===== src/rtl/regfile_mp.sv =====
// Multi-port register file: two prioritised write ports, two asynchronous read ports,
// optional write-to-read bypass, optional hardwired-zero register 0 and a sequential clear engine.
module regfile_mp #(
  parameter  int DATA_W  = 8,
  parameter  int DEPTH   = 16,
  parameter  int BYPASS  = 1,
  parameter  int R0_ZERO = 0,
  localparam int ADDR_W  = $clog2(DEPTH)
) (
  input  logic              clk,
  input  logic              rst_n,
  input  logic              we0,
  input  logic [ADDR_W-1:0] wa0,
  input  logic [DATA_W-1:0] wd0,
  input  logic              we1,
  input  logic [ADDR_W-1:0] wa1,
  input  logic [DATA_W-1:0] wd1,
  input  logic [ADDR_W-1:0] ra0,
  output logic [DATA_W-1:0] rd0,
  input  logic [ADDR_W-1:0] ra1,
  output logic [DATA_W-1:0] rd1,
  input  logic              clr_req,
  output logic              clr_busy,
  output logic              wr_ready
);

  localparam logic              USE_BYPASS = (BYPASS != 0);
  localparam logic              USE_ZERO   = (R0_ZERO != 0);
  localparam logic [ADDR_W-1:0] LAST_ADDR  = ADDR_W'(DEPTH - 1);

  // Handshake: a write on port N is taken at the rising edge where weN=1 and
  // wr_ready=1; with wr_ready=0 the write is dropped, never held over.
  typedef enum logic {IDLE, CLEAR} state_t;

  state_t              state;
  state_t              state_nxt;
  logic [ADDR_W-1:0]   cnt;
  logic [ADDR_W-1:0]   cnt_nxt;
  logic [DATA_W-1:0]   mem [DEPTH];
  logic                wen0;
  logic                wen1;

  assign clr_busy = (state == CLEAR);
  assign wr_ready = ~clr_busy;

  // Effective write enables already fold in the ready gate and the zero-register discard.
  assign wen0 = we0 & wr_ready & ~(USE_ZERO & (wa0 == '0));
  assign wen1 = we1 & wr_ready & ~(USE_ZERO & (wa1 == '0));

  always_ff @(posedge clk or negedge rst_n) begin
    if (!rst_n) begin
      state <= IDLE;
      cnt   <= '0;
    end else begin
      state <= state_nxt;
      cnt   <= cnt_nxt;
    end
  end

  always_comb begin
    state_nxt = state;
    cnt_nxt   = '0;
    case (state)
      IDLE: begin
        if (clr_req) state_nxt = CLEAR;
      end
      CLEAR: begin
        if (cnt == LAST_ADDR) state_nxt = IDLE;
        else                  cnt_nxt   = cnt + 1'b1;
      end
      default: state_nxt = IDLE;
    endcase
  end

  // Port 1 is written last so it overrides port 0 on an address collision.
  always_ff @(posedge clk or negedge rst_n) begin
    if (!rst_n) begin
      for (int i = 0; i < DEPTH; i++) mem[i] <= '0;
    end else begin
      if (state == CLEAR) mem[cnt] <= '0;
      if (wen0)           mem[wa0] <= wd0;
      if (wen1)           mem[wa1] <= wd1;
    end
  end

  always_comb begin
    rd0 = mem[ra0];
    if (USE_BYPASS && wen0 && (wa0 == ra0)) rd0 = wd0;
    if (USE_BYPASS && wen1 && (wa1 == ra0)) rd0 = wd1;
    if (USE_ZERO && (ra0 == '0))            rd0 = '0;
    if (!rst_n)                             rd0 = '0;
  end

  always_comb begin
    rd1 = mem[ra1];
    if (USE_BYPASS && wen0 && (wa0 == ra1)) rd1 = wd0;
    if (USE_BYPASS && wen1 && (wa1 == ra1)) rd1 = wd1;
    if (USE_ZERO && (ra1 == '0))            rd1 = '0;
    if (!rst_n)                             rd1 = '0;
  end

endmodule


===== config.mk =====
export PLATFORM = sky130hd
export DESIGN_NAME = regfile_mp
export DESIGN_NICKNAME = d
export VERILOG_FILES = /design/src/rtl/regfile_mp.sv
export SDC_FILE = /design/constraint.sdc
export NUM_CORES = 1
export LEC_CHECK = 0
export BUFFER_PORTS_ARGS = -buffer_cell sky130_fd_sc_hd__buf_4
export CAP_MARGIN = 20
export CORE_UTILIZATION = 25
export DETAILED_ROUTE_END_ITERATION = 10
export GPL_TIMING_DRIVEN = 0
export PLACE_DENSITY_LB_ADDON = 0.05
export SLEW_MARGIN = 20
export SYNTH_ARGS = -nofsm -noshare
export SYNTH_HDL_FRONTEND = slang
export SYNTH_SLANG_ARGS = --single-unit
export TNS_END_PERCENT = 30

===== constraint.sdc =====
create_clock -name clk -period 2.1 [get_ports clk]
set_input_delay 0.315 -clock clk [delete_from_list [all_inputs] [get_ports clk]]
set_output_delay 0.315 -clock clk [all_outputs]
set_load 0.05 [all_outputs]

* Word level (Yosys, flattened, before mapping)
Index checks and enable logic that the tools add are counted.
Operators by class: add/subtract/negate cells 1, multiplexer cells 28, magnitude comparators 8, reduce and logical (&&, ||, !) cells 7, equal/unequal tests 5, bitwise gates (word level) 10
Operators with widths (count):
- 128-bit 2-to-1 mux | 3
- 128-bit bitwise mux | 2
- 128-bit bitwise AND | 1
- 128-bit inverter | 1
- 8-bit 2-to-1 mux | 13
- 8-bit demux with 4-bit select | 3
- 8-bit binary-select mux with 4-bit select | 2
- 5-bit greater-or-equal comparator (second input constant) | 5
- 4-bit inverter with 5-bit output | 5
- 4-bit equality test | 4
- 5-bit by 1-bit < comparator with 1-bit output (second input constant) | 3
- 4-bit 2-to-1 mux | 2
- 1-bit logical AND | 7
- 4-bit by 1-bit adder with 4-bit output (second input constant) | 1
- 4-bit equality test (second input constant) | 1
- 1-bit bitwise AND | 2
- 1-bit 2-to-1 mux | 2
- 1-bit one-hot mux with 2 select lines | 1
- 1-bit inverter | 1
Word-level totals: output and inout port bits 18, flip-flop bits (word level) 133

* Longest topological paths before layout
Gate-level depths: netlist of run 1.
word-level depth 12, depth in mapped cells 7, depth with buffers taken out 7

* Worst setup path after synthesis of run 1
OpenSTA, ideal clock, no wires.
kind register -> output, start point reg state (netlist: clr_busy), end point out rd0[0], setup slack -0.882 ns, arrival 2.667 ns, cell stages (with the launch flop) 7, required time 1.785 ns, cell sequence dfrtp_1 buf_2 inv_1 nand3_1 nor2_1 nand2_1 a31oi_1
Between the ends: longest elaborated chain between the ends 6, elaborated cells between the ends (all ways) 8
RTL lines:
- start, declared | RTL line 35 | state_t state;
- start signal, assigned | RTL line 55 | state <= state_nxt;
- 1-bit inverter * | RTL line 44 | assign wr_ready = ~clr_busy;
- via wr_ready | RTL line 24 | output logic wr_ready
- 1-bit bitwise AND | RTL line 47 | assign wen0 = we0 & wr_ready & ~(USE_ZERO & (wa0 == '0));
- 1-bit logical AND | RTL line 88 | if (USE_BYPASS && wen0 && (wa0 == ra0)) rd0 = wd0;
- 8-bit 2-to-1 mux | RTL line 88
- 8-bit 2-to-1 mux * | RTL line 89 | if (USE_BYPASS && wen1 && (wa1 == ra0)) rd0 = wd1;
- 8-bit 2-to-1 mux * | RTL line 91 | if (!rst_n) rd0 = '0;
- end, declared | RTL line 19 | output logic [DATA_W-1:0] rd0,
Mark *: on every way through the listed nets, which the timed path passes. The rest lies on a longest branch.

* Final worst setup path of run 1
start point reg mem[120] (netlist name), end point out rd1[0]
Between the ends: longest elaborated chain between the ends 6
RTL lines:
- start, declared | RTL line 39 | logic [DATA_W-1:0] mem [DEPTH];
- start signal, assigned by index | RTL line 81 | if (wen0) mem[wa0] <= wd0;
- start signal, assigned by index | RTL line 82 | if (wen1) mem[wa1] <= wd1;
- 8-bit binary-select mux with 4-bit select | RTL line 95 | rd1 = mem[ra1];
- 8-bit 2-to-1 mux (implied by the code) (2 in series) | RTL line 95
- 8-bit 2-to-1 mux | RTL line 96 | if (USE_BYPASS && wen0 && (wa0 == ra1)) rd1 = wd0;
- 8-bit 2-to-1 mux | RTL line 97 | if (USE_BYPASS && wen1 && (wa1 == ra1)) rd1 = wd1;
- 8-bit 2-to-1 mux | RTL line 99 | if (!rst_n) rd1 = '0;
- end, declared | RTL line 21 | output logic [DATA_W-1:0] rd1,
Every way passes these cells. The select of a mux whose other input is x is not followed.

==> results.tsv, run 1 <==
metric	value	unit
status	finished with violations	
violations	negative hold slack, negative setup slack	
grt_pass1_vias	8674	
end_kind	primary output	
power_frac_clock	0.245	
start_kind	register	
grt_first_pass_wirelength	66400	um
initial_utilization	0.257	
grt_overflow	0	
switching_share	0.404	
ys_warn_count	0	
combinationalPowerShare	0.386	
hold_violations	74	
arrival	2.33	ns
wl_per_cell	29.0	um
yosysSeqAreaShare	0.361	
worstSetupPathType	reg -> out	
r2r_end	mem[14]	
relSlewSlack	0.292	
drt_wl_total	46800	um
cts.sink_count	133	
cts_buffer_depth	2	
portBuffers	26	
io_pins	55	
max_freq	378	MHz
dpl.hpwl	32700	um
synthDistinctLibCells	47	
multi_input_area	6250	sq um
fin_crit	2.65	ns
drt_iter0_drc	848	
h-tree-depth	4	
synth_nets	1113	
pwr-share-seq	0.369	
worst-endpoint-required	1.78	ns
grt_max_degree	80	
r2r-start	clr_busy	
cp-endpoint	rd1[0]	
nFillCells	3782	
critPathMaxFanout	3	
cts_buffers	17	
synth_enable_flop_cells	0	
synth_area	9230	sq um
fp.coreArea	35900	sq um
power.switching	4590	uW
stdcell_area	11800	sq um
antenna_found_initial	0	
postRouteAntennaNets	0	
rows	69	
cts-root-buf	clkbuf_16	
skew	0.0124	ns
setup_viol	29	
first_pass_iters	7	
clkLatencyLatePin	0.45	ns
die_y	194	um
async_flop_share	1.00	
clkTransAtPathRegs	0.06	ns
num_vias	8959	
grtUsageTotal	0.251	
post_dp_cell_area	10300	sq um
synthFlopType	dfrtp_1	
drc	0	
setup.worst_path.start	mem[120]	
antennaDiodeCount	0	
worst_pin_slew	1.06	ns
gp_congestion	0.905	
drive_above_1_share	0.287	
fin_nets	1183	
r2r_slack	-0.16	ns
drv_slew	0	
cts_tree	done	
leakage	0.00481	uW
ys_ff_latch	133	
rsz0062_at_grt	yes	
die-area	37700	sq um
syn_avg_cell_area	8.61	sq um
dp_cells	1560	
synthCells	1071	
syn_to_final_growth	28.0	%
stdcell_count	1614	
r2r_cells	7	
powerDensity	964	nW/um^2
hold_ws	-0.238	ns
regArea	3330	sq um
p_int	6790	uW
max-cap-violations	0	
viasPerCell	5.55	
hp-class	in -> async	
die-width	194	um
layout_setup_ws	-0.546	ns
fin_crit_sh	1.26	
ir_drop	0.519	mV
-- power by group through the flow --
| stage | logic, uW | clock network, uW | registers (uW) |
|---|---|---|---|
| 2_1_floorplan | 2800 | 0 | 3790 |
| 3_3_place_gp | 3880 | 0 | 4210 |
| 3_5_place_dp | 3910 | 0 | 4200 |
| 4_1_cts | 4230 | 2860 | 4170 |
| 5_1_grt | 4740 | 2930 | 4290 |
| 6_report | 4390 | 2790 | 4200 |
-- cell families (layout without fill, tap and decap cells) --
| kind of cell | Yosys count | count (layout) | synth area share |
|---|---|---|---|
| multiplexers | 66 | 66 | 0.159 |
| AND/OR/NAND/NOR | 474 | 474 | 0.242 |
| buffers and inverters | 97 | 179 | 0.0452 |
| XOR/XNOR | 16 | 16 | 0.0152 |
| adder cells (fa/ha/maj) | 5 | 5 | 0.00678 |
| AO/OA/AOI/OAI | 280 | 280 | 0.170 |
| flip-flops | 133 | 133 | 0.361 |
-- final cells by class --
| type | count | area share |
|---|---|---|
| clock inverter | 14 | 0.00773 |
| timing repair buffer | 56 | 0.0518 |
| sequential | 133 | 0.282 |
| clock buffer | 17 | 0.0360 |
| multi-input combinational | 841 | 0.529 |
| inverter | 5 | 0.00191 |
| buffer | 87 | 0.0426 |
| tap | 461 | 0.0488 |
-- per-layer routing --
| metal | up-vias | global-route usage | share of wire |
|---|---|---|---|
| met5 | - | 0 | 0 |
| met2 | 333 | 0.370 | 0.43 |
| met4 | 0 | 0.0855 | 0.030 |
| li1 | 4033 | - | - |
| met1 | 4546 | 0.362 | 0.47 |
| met3 | 47 | 0.0499 | 0.068 |
-- how the worst min path moves through the flow --
stage	end	cells past startpoint
final	mem[121]	1
after global routing	mem[121]	1
after CTS	mem[121]	1
after detailed placement	mem[121]	1
after global placement	clr_busy	2
after floorplan	clr_busy	0
-- critical path, cell delays in order (launching register included) --
cell      delay, ns
dfrtp_1        0.43
mux4_2         0.51
a22oi_2        0.33
nand2_2        0.12
a221oi_4       0.29
nor2_4         0.05
buf_6          0.15
-- synth_stat cells, drive strengths merged (2+ instances only) --
library cell,count,area (sq um)
nor2b,12,75.1
nand4,9,56.3
and2,3,18.8
nand2b,5,31.3
a31oi,40,250
mux4,64,1450
xor2,6,52.6
dfrtp,133,3330
and3,56,350
xnor2,10,87.6
nor2,136,518
inv,5,18.8
o31a,2,17.5
or2,9,56.3
nor3b,17,128
a22oi,30,225
nor3,10,71.3
nand2,164,616
nand4bb,2,22.5
nand3,37,185
ha,5,62.6
a21oi,132,661
o21ai,65,325
a221oi,7,61.3
nand3b,9,67.6
buf,33,176
clkbuf,59,221
-- flip-flops by register name (all words and copies together), names as in the netlist --
name / flops
mem: 128
cnt: 4
clr_busy: 1
-- cell usage in the layout (no fill, tap or decap), drive strengths merged, types with 3 or more instances in the layout --
cell	instances
clkbuf	75
a21oi	132
nor2	136
dfrtp	133
buf	85
clkinvlp	8
a221oi	7
nor2b	12
o21ai	65
nand2	164
mux4	64
nor3	10
or2	9
xor2	6
inv	4
ha	5
xnor2	10
and3	56
clkinv	7
nand4	9
nand2b	5
nand3b	9
a31oi	40
and2	3
nand3	37
a22oi	30
nor3b	17
-- repair_timing --
item	4_1_cts	5_1_grt
hold endpoints to repair	74	74
pin swaps	56	18
setup endpoints to repair	144	141
resized for setup	150	70
setup buffers	19	8
cloned	0	1
-- per-stage QoR --
step	hold slack (ns)	power (uW)	worst slack, ns	util	TNS (ns)
final	-0.238	11400	-0.546	0.329	-7.19
after floorplan	0.0194	6590	-0.408	-	-5.76
after global routing	-0.231	12000	-0.590	0.329	-9.34
after CTS	-0.213	11300	-0.566	0.321	-11.21
after detailed placement	0.382	8110	-1.30	0.286	-71.46
after global placement	0.521	8090	-1.97	0.285	-111.80
No activity file was read; power rests on OpenSTA's default activity.
==> run 2: changes to the inputs <==
Settings changed: ABC_AREA set to 1.
==> results.tsv, run 2 <==
metric	value	unit
synthCells	1547	
async_flop_share	1.00	
layout.cells.most_common_list	nor2_1, nand2_1, inv_1, nand3_1, dfrtp_1	
die_y	201	um
drv_slew	0	
arrival	2.14	ns
ys_warn_count	0	
grt_max_degree	80	
yosysTopAreaCell	dfrtp_1	
drc	0	
cts_buffer_depth	2	
synthFlopType	dfrtp_1	
portBuffers	40	
crit_chain	buf_4, inv_1, buf_2, nor2_1, nor2_1, a21oi_4, buf_6	
first_pass_iters	5	
clkLatencyLatePin	0.48	ns
cts-root-buf	clkbuf_16	
fin_nets	1687	
wl_met2	25700	um
crit_family	buffers and inverters	
synthTopCellsByCount	nor2_1, nand2_1, inv_1	
drive_above_1_share	0.195	
drt_iter0_drc	1190	
end_kind	primary output	
slowest_stage	buf_2	
synth_nets	1589	
finalPower	12400	uW
power_frac_clock	0.249	
violations	negative setup slack	
worst-endpoint-required	1.78	ns
ir_drop	0.601	mV
rsz0062_at_grt	yes	
status	finished with violations	
num_vias	11700	
cts_tree	done	
grt_first_pass_wirelength	82500	um
start_kind	input port	
cp_common_cell	nor2_1	
leakage	0.00605	uW
rows	72	
h-tree-depth	4	
synth_area	9890	sq um
hold_ws	0.0735	ns
met1_length	27500	um
cts_buffers	17	
dpl_worst_slack	-0.767	ns
highest_layer	met4	
synth_most_common_cell	nor2_1	
antennaDiodeCount	0	
grtUsageTotal	0.290	
grt_pass1_vias	11000	
fin_crit	2.45	ns
cts.sink_count	133	
powerDensity	955	nW/um^2
worstSetupPathType	in -> out	
postRouteAntennaNets	0	
drt_wl_total	58500	um
relSlewSlack	0.178	
worst_pin_slew	1.23	ns
wl_per_cell	26.9	um
grt_overflow	0	
yosysSeqAreaShare	0.336	
hold_violations	0	
fp.coreArea	38800	sq um
synthDistinctLibCells	33	
die-width	201	um
pwr-share-seq	0.350	
ys_ff_latch	133	
synth_enable_flop_cells	0	
dpl.hpwl	42700	um
layout_setup_ws	-0.351	ns
cp_num_buf_inv	4	
critPathMaxFanout	10	
syn_avg_cell_area	6.40	sq um
power.switching	5490	uW
initial_utilization	0.255	
max-cap-violations	0	
fin_crit_sh	1.17	
nFillCells	4251	
setup_viol	117	
hp-class	in -> reg	
antenna_found_initial	0	
gp_congestion	1.02	
clkTransAtPathRegs	0.06	ns
switching_share	0.444	
p_int	6870	uW
met3_length	3900	um
synth.top_cell.area_share	0.336	
final_common_cell	nor2_1	
stdcell_count	2175	
r2r_slack	-0.29	ns
largest_reg_flops	128	
die-area	40400	sq um
slowest_delay	0.63	ns
combinationalPowerShare	0.401	
max_freq	408	MHz
regMostFlops	mem	
viasPerCell	5.38	
syn_to_final_growth	30.8	%
skew	0.0111	ns
synth.area.top_cells	dfrtp_1, nor2_1, nand2_1	
io_pins	55	
dp_cells	2106	
-- run 2: logic make-up after synthesis --
logic type / after synthesis / share of synthesized area
AND/OR/NAND/NOR: 716 / 0.300
AO/OA/AOI/OAI: 404 / 0.235
buffers and inverters: 276 / 0.109
multiplexers: 7 / 0.00708
adder cells (fa/ha/maj): 5 / 0.00632
XOR/XNOR: 6 / 0.00531
flip-flops: 133 / 0.336
-- run 2: what timing repair did --
item | in CTS | in global routing
hold buffers | 2 | 0
gates cloned | 3 | 5
pin swaps | 23 | 35
buffers inserted | 15 | 15
hold endpoints to repair | 54 | 0
resized for setup | 123 | 175
endpoints found under the setup margin | 144 | 144
-- run 2: layout make-up --
class	instances	area, sq um	area share
clock buffer	18	439	0.0339
inverter	162	638	0.0493
buffer	113	626	0.0483
tap	518	648	0.0501
multi-input combinational	1138	6260	0.483
clock inverter	13	134	0.0103
sequential	133	3330	0.257
timing repair buffer	80	868	0.0671
-- run 2: worst register-to-register path: stages, from the launching register on --
cell      delay, ns
dfrtp_2        0.45
clkinv_8       0.09
nand2_8        0.08
buf_4          0.15
buf_4          0.13
nor3_4         0.41
nand2_1        0.28
clkbuf_1       0.26
o21ai_0        0.19
nand2_1        0.06
o21ai_0        0.11
inv_1          0.07
-- run 2: power by group through the flow --
stage,registers [uW],logic (uW),clock network (uW)
3_5_place_dp,4270,4490,0
5_1_grt,4420,5400,3230
4_1_cts,4260,4630,3140
6_report,4330,4950,3080
3_3_place_gp,4290,4470,0
2_1_floorplan,3930,2950,0
-- run 2: final timing paths --
check / start / end / cells past startpoint
max in group asynchronous: rst_n / mem[83] / 3
setup / recovery: wd0[7] / rd0[7] / 7
setup reg to reg: clr_busy / mem[20] / 11
hold / removal: clr_req / clr_busy / 3
hold reg to reg: cnt[0] / cnt[0] / 1
min in group asynchronous: rst_n / mem[35] / 3
-- run 2: metrics by stage --
step / cell area [sq um] / setup TNS [ns] / utilization
5_1_grt: 12900 / -26.24 / 0.333
3_3_place_gp: 11100 / -71.58 / 0.285
2_1_floorplan: 10100 / -0.857 / -
6_report: 12900 / -14.52 / 0.333
3_5_place_dp: 11100 / -44.91 / 0.286
4_1_cts: 12200 / -11.93 / 0.314
-- run 2: routing by layer --
| layer | GRT usage | vias up |
|---|---|---|
| li1 | - | 5377 |
| met1 | 0.420 | 5737 |
| met2 | 0.438 | 512 |
| met3 | 0.0420 | 67 |
| met4 | 0.0921 | 0 |
| met5 | 0 | - |
